<file path="config.mk">
export PLATFORM = sky130hd
export DESIGN_NAME = queue_sensor_conditioner
export DESIGN_NICKNAME = d
export VERILOG_FILES = /design/src/rtl/queue_sensor_conditioner.sv
export SDC_FILE = /design/constraint.sdc
export NUM_CORES = 1
export LEC_CHECK = 0
export ABC_CLOCK_PERIOD_IN_PS = 4700
export CORE_MARGIN = 2
export CORE_UTILIZATION = 65
export DETAILED_ROUTE_END_ITERATION = 10
export DONT_BUFFER_PORTS = 1
export HOLD_SLACK_MARGIN = 0.06
export PLACE_DENSITY = 0.88
export SKIP_CTS_REPAIR_TIMING = 1
export SLEW_MARGIN = 20
export SYNTH_ARGS = -nofsm -noshare
export SYNTH_HDL_FRONTEND = slang
export SYNTH_SLANG_ARGS = --single-unit
export TNS_END_PERCENT = 50
</file>
<file path="constraint.sdc">
create_clock -name clk -period 4.7 [get_ports clk]
set_input_delay 0.94 -clock clk [delete_from_list [all_inputs] [get_ports clk]]
set_output_delay 0.94 -clock clk [all_outputs]
set_load 0.005 [all_outputs]
</file>
<file path="src/rtl/queue_sensor_conditioner.sv">
// Photo-beam front end: per-beam sync + debounce FSM, one registered count pulse per passage.
// Optional stuck-beam detection is built when SBQM_STUCK_DET_EN is defined.

module qsc_channel #(
  parameter int DEBOUNCE_CYCLES = 4,
  parameter int CNT_W           = 3,
  parameter int STUCK_CYCLES    = 200
) (
  input  logic clk,
  input  logic reset,
  input  logic x,
  output logic fire,
  output logic stuck
);
  localparam logic [1:0] IDLE = 2'd0;
  localparam logic [1:0] ARM  = 2'd1;
  localparam logic [1:0] HELD = 2'd2;
  localparam logic [1:0] REL  = 2'd3;
  localparam logic [CNT_W:0] DEB = (CNT_W+1)'(DEBOUNCE_CYCLES);

  logic [1:0]       sync_q;
  logic             s;
  logic [1:0]       state, state_n;
  logic [CNT_W-1:0] cnt, cnt_n;
  logic [CNT_W:0]   cnt_inc;
  logic             done;

  always_ff @(posedge clk or negedge reset) begin
    if (!reset) sync_q <= 2'b11;
    else        sync_q <= {sync_q[0], x};
  end
  assign s = sync_q[1];

  // Widened increment so the compare against DEB can never be fooled by wrap.
  assign cnt_inc = {1'b0, cnt} + 1'b1;
  assign done    = (cnt_inc == DEB);

  always_comb begin
    state_n = state;
    cnt_n   = cnt;
    fire    = 1'b0;
    case (state)
      IDLE: if (!s) begin
        if (DEB == 1) begin
          state_n = HELD;
          cnt_n   = '0;
          fire    = 1'b1;
        end else begin
          state_n = ARM;
          cnt_n   = CNT_W'(1);
        end
      end
      ARM: if (s) begin
        state_n = IDLE;
        cnt_n   = '0;
      end else if (done) begin
        state_n = HELD;
        cnt_n   = '0;
        fire    = 1'b1;
      end else begin
        cnt_n   = cnt_inc[CNT_W-1:0];
      end
      HELD: if (s) begin
        if (DEB == 1) begin
          state_n = IDLE;
          cnt_n   = '0;
        end else begin
          state_n = REL;
          cnt_n   = CNT_W'(1);
        end
      end
      default: if (!s) begin
        state_n = HELD;
        cnt_n   = '0;
      end else if (done) begin
        state_n = IDLE;
        cnt_n   = '0;
      end else begin
        cnt_n   = cnt_inc[CNT_W-1:0];
      end
    endcase
  end

  always_ff @(posedge clk or negedge reset) begin
    if (!reset) begin
      state <= IDLE;
      cnt   <= '0;
    end else begin
      state <= state_n;
      cnt   <= cnt_n;
    end
  end

`ifdef SBQM_STUCK_DET_EN
  localparam logic [7:0] STK = 8'(STUCK_CYCLES);
  logic [7:0] dwell;

  // Counts edges spent in HELD/REL; clears on the edge that returns to IDLE.
  always_ff @(posedge clk or negedge reset) begin
    if (!reset) begin
      dwell <= '0;
      stuck <= 1'b0;
    end else if ((state == HELD || state == REL) && state_n != IDLE) begin
      if (dwell != STK) dwell <= dwell + 8'd1;
      if (dwell + 8'd1 == STK) stuck <= 1'b1;
    end else begin
      dwell <= '0;
      stuck <= 1'b0;
    end
  end
`else
  assign stuck = 1'b0;
`endif

  if (DEBOUNCE_CYCLES < 1 || DEBOUNCE_CYCLES > (1 << CNT_W) - 1 ||
      STUCK_CYCLES < 1 || STUCK_CYCLES > 255) begin : g_bad_param
    $error("queue_sensor_conditioner: parameter out of range");
  end
endmodule

module queue_sensor_conditioner #(
  parameter int DEBOUNCE_CYCLES = 4,
  parameter int CNT_W           = 3,
  parameter int STUCK_CYCLES    = 200
) (
  input  logic clk,
  input  logic reset,
  input  logic x1,
  input  logic x2,
  output logic in1,
  output logic in2,
  output logic stuck1,
  output logic stuck2
);
  logic [1:0] beam, fire, stuck;
  logic       pend;

  assign beam = {x2, x1};

  for (genvar i = 0; i < 2; i++) begin : g_ch
    qsc_channel #(
      .DEBOUNCE_CYCLES(DEBOUNCE_CYCLES),
      .CNT_W          (CNT_W),
      .STUCK_CYCLES   (STUCK_CYCLES)
    ) u_ch (
      .clk  (clk),
      .reset(reset),
      .x    (beam[i]),
      .fire (fire[i]),
      .stuck(stuck[i])
    );
  end

  // Entry wins a same-edge collision; exit is deferred one cycle via pend.
  // A channel cannot re-fire within 2*DEBOUNCE_CYCLES, so pend never collides.
  always_ff @(posedge clk or negedge reset) begin
    if (!reset) begin
      in1  <= 1'b0;
      in2  <= 1'b0;
      pend <= 1'b0;
    end else begin
      in1  <= fire[0];
      in2  <= pend | (fire[1] & ~fire[0]);
      pend <= fire[0] & fire[1];
    end
  end

  assign stuck1 = stuck[0];
  assign stuck2 = stuck[1];
endmodule

</file>
==> summary.txt <==
Critical Path AT -> 1.83 ns
CTS buffer count -> 3
Commonest non-fill, non-tap cell in the layout -> dfrtp_1
CTS tree -> built
Vias/cell -> 6.14
Power density over the cells -> 579 nW/µm²
Clock latency on the worst-skew pair -> 0.30 ns
Status -> completed
H-tree depth -> 1
Synthesis Warnings -> 0
GP Congestion -> 0.791
DRC -> 0
Clock network power share -> 12.4%
Wire per inst -> 14.4 µm
Cells after Synth -> 109
I/O Buffers -> 0
Largest net degree at the start of global routing -> 18
Critical path class -> reg -> reg
Root buffer cell -> clkbuf_4
Row Count -> 15
Comb power frac -> 51.7%
Core Region -> 1670 µm²
Netlist cell types -> 39
Setup Viol. Count Final -> 0
Unrepaired setup endpoints after global routing -> false
Tot Pwr -> 0.657 mW
Crit start category -> flop
Pint -> 0.368 mW
Fmax -> 0.615 GHz
DR iter-0 viols -> 13
CTS clk-pin slew, worst paths -> 0.10 ns
Post-synthesis register bit count -> 17
Post-route clock skew -> 0.00352 ns
Antenna Nets Post-Route -> 0
Vias -> 780
Antenna violations before repair -> 0
Clock Sinks -> 17
Vias in the first global route -> 713
Sw Ratio -> 43.9%
Wirelength, routed -> 1830 µm
DIE AREA -> 2070 µm²
CTS max path bufs -> 2
1st-pass router iterations -> 4
P_sw -> 0.288 mW
CP required -> 4.90 ns
Total global routing overflow -> 0
R2R depth -> 5
Area growth syn-to-layout -> 1.23%
Tcrit/Tclk final -> 34.6%
Lkg Pwr -> 0.505 nW
Mean post-synth cell area -> 10.3 µm²
Endpoints failing hold -> 0
Sequential element share of the synthesized area -> 38.4%
Chip width -> 45.5 µm
Min-delay worst type -> in -> async
Final-stage net count -> 127
Share of layout cells above drive strength 1 -> 15.5%
Fin. max-slew vios -> 0
FF-to-FF setup slack -> 3.07 ns
Post-DP HPWL -> 1370 µm
FILL cells -> 121
GRT Overall Usage -> 20.5%
CP Capture Type -> flop
Peak VDD IR -> 0.000302 V
First-pass GRT wire length -> 3000 µm
Die height -> 45.5 µm
Most frequent cells in the layout -> dfrtp_1, ha_1, nand2_1, inv_1, nor2_1
Starting density of the core -> 67.1%
Minimum clock period -> 1.63 ns
TNS Setup -> 0 ns
Worst-path fanout max -> 7
Number of diodes -> 0
Reg power frac -> 36.0%
Post-Syn Area -> 1120 µm²
Max-Cap Viols -> 0
Top Ports -> 8
## worst max-delay path, stage by stage (launching register included)
cell and delay (ns):
dfrtp_1 0.48, ha_1 0.28, a21boi_2 0.19, a221oi_4 0.34, o21ai_0 0.13, o31a_1 0.11
## area by class of cell
| class | count | area [µm²] | area share [%] |
|---|---|---|---|
| Multi-Input combinational cell | 82 | 631 | 55.6 |
| Tap cell | 17 | 21.3 | 1.87 |
| Clock buffer | 4 | 26.3 | 2.32 |
| Inverter | 7 | 26.3 | 2.32 |
| Sequential cell | 17 | 430 | 37.9 |
## power groups by stage
stage	sequential, mW	combinational, mW	clock [mW]
2_1_floorplan	0.225	0.283	0
4_1_cts	0.235	0.338	0.0844
3_5_place_dp	0.237	0.335	0
5_1_grt	0.241	0.378	0.0900
6_report	0.236	0.339	0.0813
3_3_place_gp	0.233	0.317	0
## cells in the mapped netlist
| cell | number | share of area [%] |
|---|---|---|
| o21ai_0 | 3 | 1.3 |
| a41oi_1 | 1 | 0.78 |
| a211oi_1 | 1 | 0.67 |
| and3b_1 | 1 | 0.78 |
| nand3_1 | 1 | 0.45 |
| o2111ai_1 | 2 | 1.6 |
| a221oi_2 | 1 | 1.3 |
| a221oi_4 | 1 | 2.3 |
| nand2b_4 | 1 | 1.2 |
| nand2_1 | 11 | 3.7 |
| nand2b_1 | 5 | 2.8 |
| dfstp_2 | 4 | 9.4 |
| inv_1 | 7 | 2.3 |
| ha_1 | 12 | 13 |
| a22o_1 | 1 | 0.78 |
| o31a_1 | 1 | 0.78 |
| dfrtp_1 | 13 | 29 |
| o21ai_1 | 3 | 1.3 |
| nor2b_2 | 1 | 0.78 |
| nor3b_1 | 2 | 1.3 |
| nor2_1 | 7 | 2.3 |
| and2_0 | 1 | 0.56 |
| a21boi_1 | 1 | 0.67 |
| nor2b_1 | 1 | 0.56 |
| conb_1 | 1 | 0.33 |
| mux2_4 | 1 | 1.3 |
| nor4_2 | 1 | 1.1 |
| buf_4 | 2 | 1.3 |
| a311oi_1 | 2 | 1.6 |
| a21o_1 | 2 | 1.3 |
| o21bai_1 | 1 | 0.67 |
| a21oi_1 | 5 | 2.2 |
| buf_6 | 2 | 2.0 |
| nor3_1 | 3 | 1.3 |
| mux2i_1 | 2 | 1.8 |
| nor3_2 | 2 | 1.8 |
| a211oi_2 | 1 | 1.1 |
| a211o_1 | 1 | 0.78 |
| a21boi_2 | 1 | 1.0 |
## per-stage QoR
stage                     util (%)  setup WS, ns  area [µm²]  hold slack [ns]  cells
final                         67.9          3.07        1130            0.318    127
after global routing          67.9          2.98        1130            0.291    127
after CTS                     67.9          3.06        1130            0.304    127
after detailed placement      66.4          3.10        1110            0.349    123
after global placement        66.4          3.15        1110            0.347    123
after floorplan                  -          3.22        1120            0.345    110
## path summary, 6_finish.rpt
kind,start,to
min reg2reg,g_ch[1].u_ch.sync_q[0]$_DFF_PN1_,g_ch[1].u_ch.sync_q[1]$_DFF_PN1_
max,g_ch[1].u_ch.cnt[0]$_DFFE_PN0P_,g_ch[1].u_ch.state[0]$_DFFE_PN0P_
max reg2reg,g_ch[1].u_ch.cnt[0]$_DFFE_PN0P_,g_ch[1].u_ch.state[0]$_DFFE_PN0P_
min,reset,g_ch[1].u_ch.cnt[2]$_DFFE_PN0P_
min in group clk,g_ch[1].u_ch.sync_q[0]$_DFF_PN1_,g_ch[1].u_ch.sync_q[1]$_DFF_PN1_
max in group asynchronous,reset,g_ch[0].u_ch.sync_q[1]$_DFF_PN1_
## routing by layer
layer | global-route usage [%] | wire length [µm] | vias to the layer above | part of all wire, %
met5 | 0 | 0 | - | 0
met4 | 10.6 | 40 | 0 | 2.2
met3 | 4.76 | 81 | 5 | 4.4
met2 | 31.3 | 845 | 20 | 46
met1 | 26.9 | 860 | 370 | 47
li1 | - | - | 385 | -
## cell families after synthesis
logic type | share of synthesized area (%)
AOI/OAI and AO/OA | 20.3
and+or+nand+nor | 18.7
muxes | 3.12
adders and majority gates | 13.4
other | 0.335
DFF | 38.4
buffers and inverters | 5.69
(Power assumes the default switching activity.)
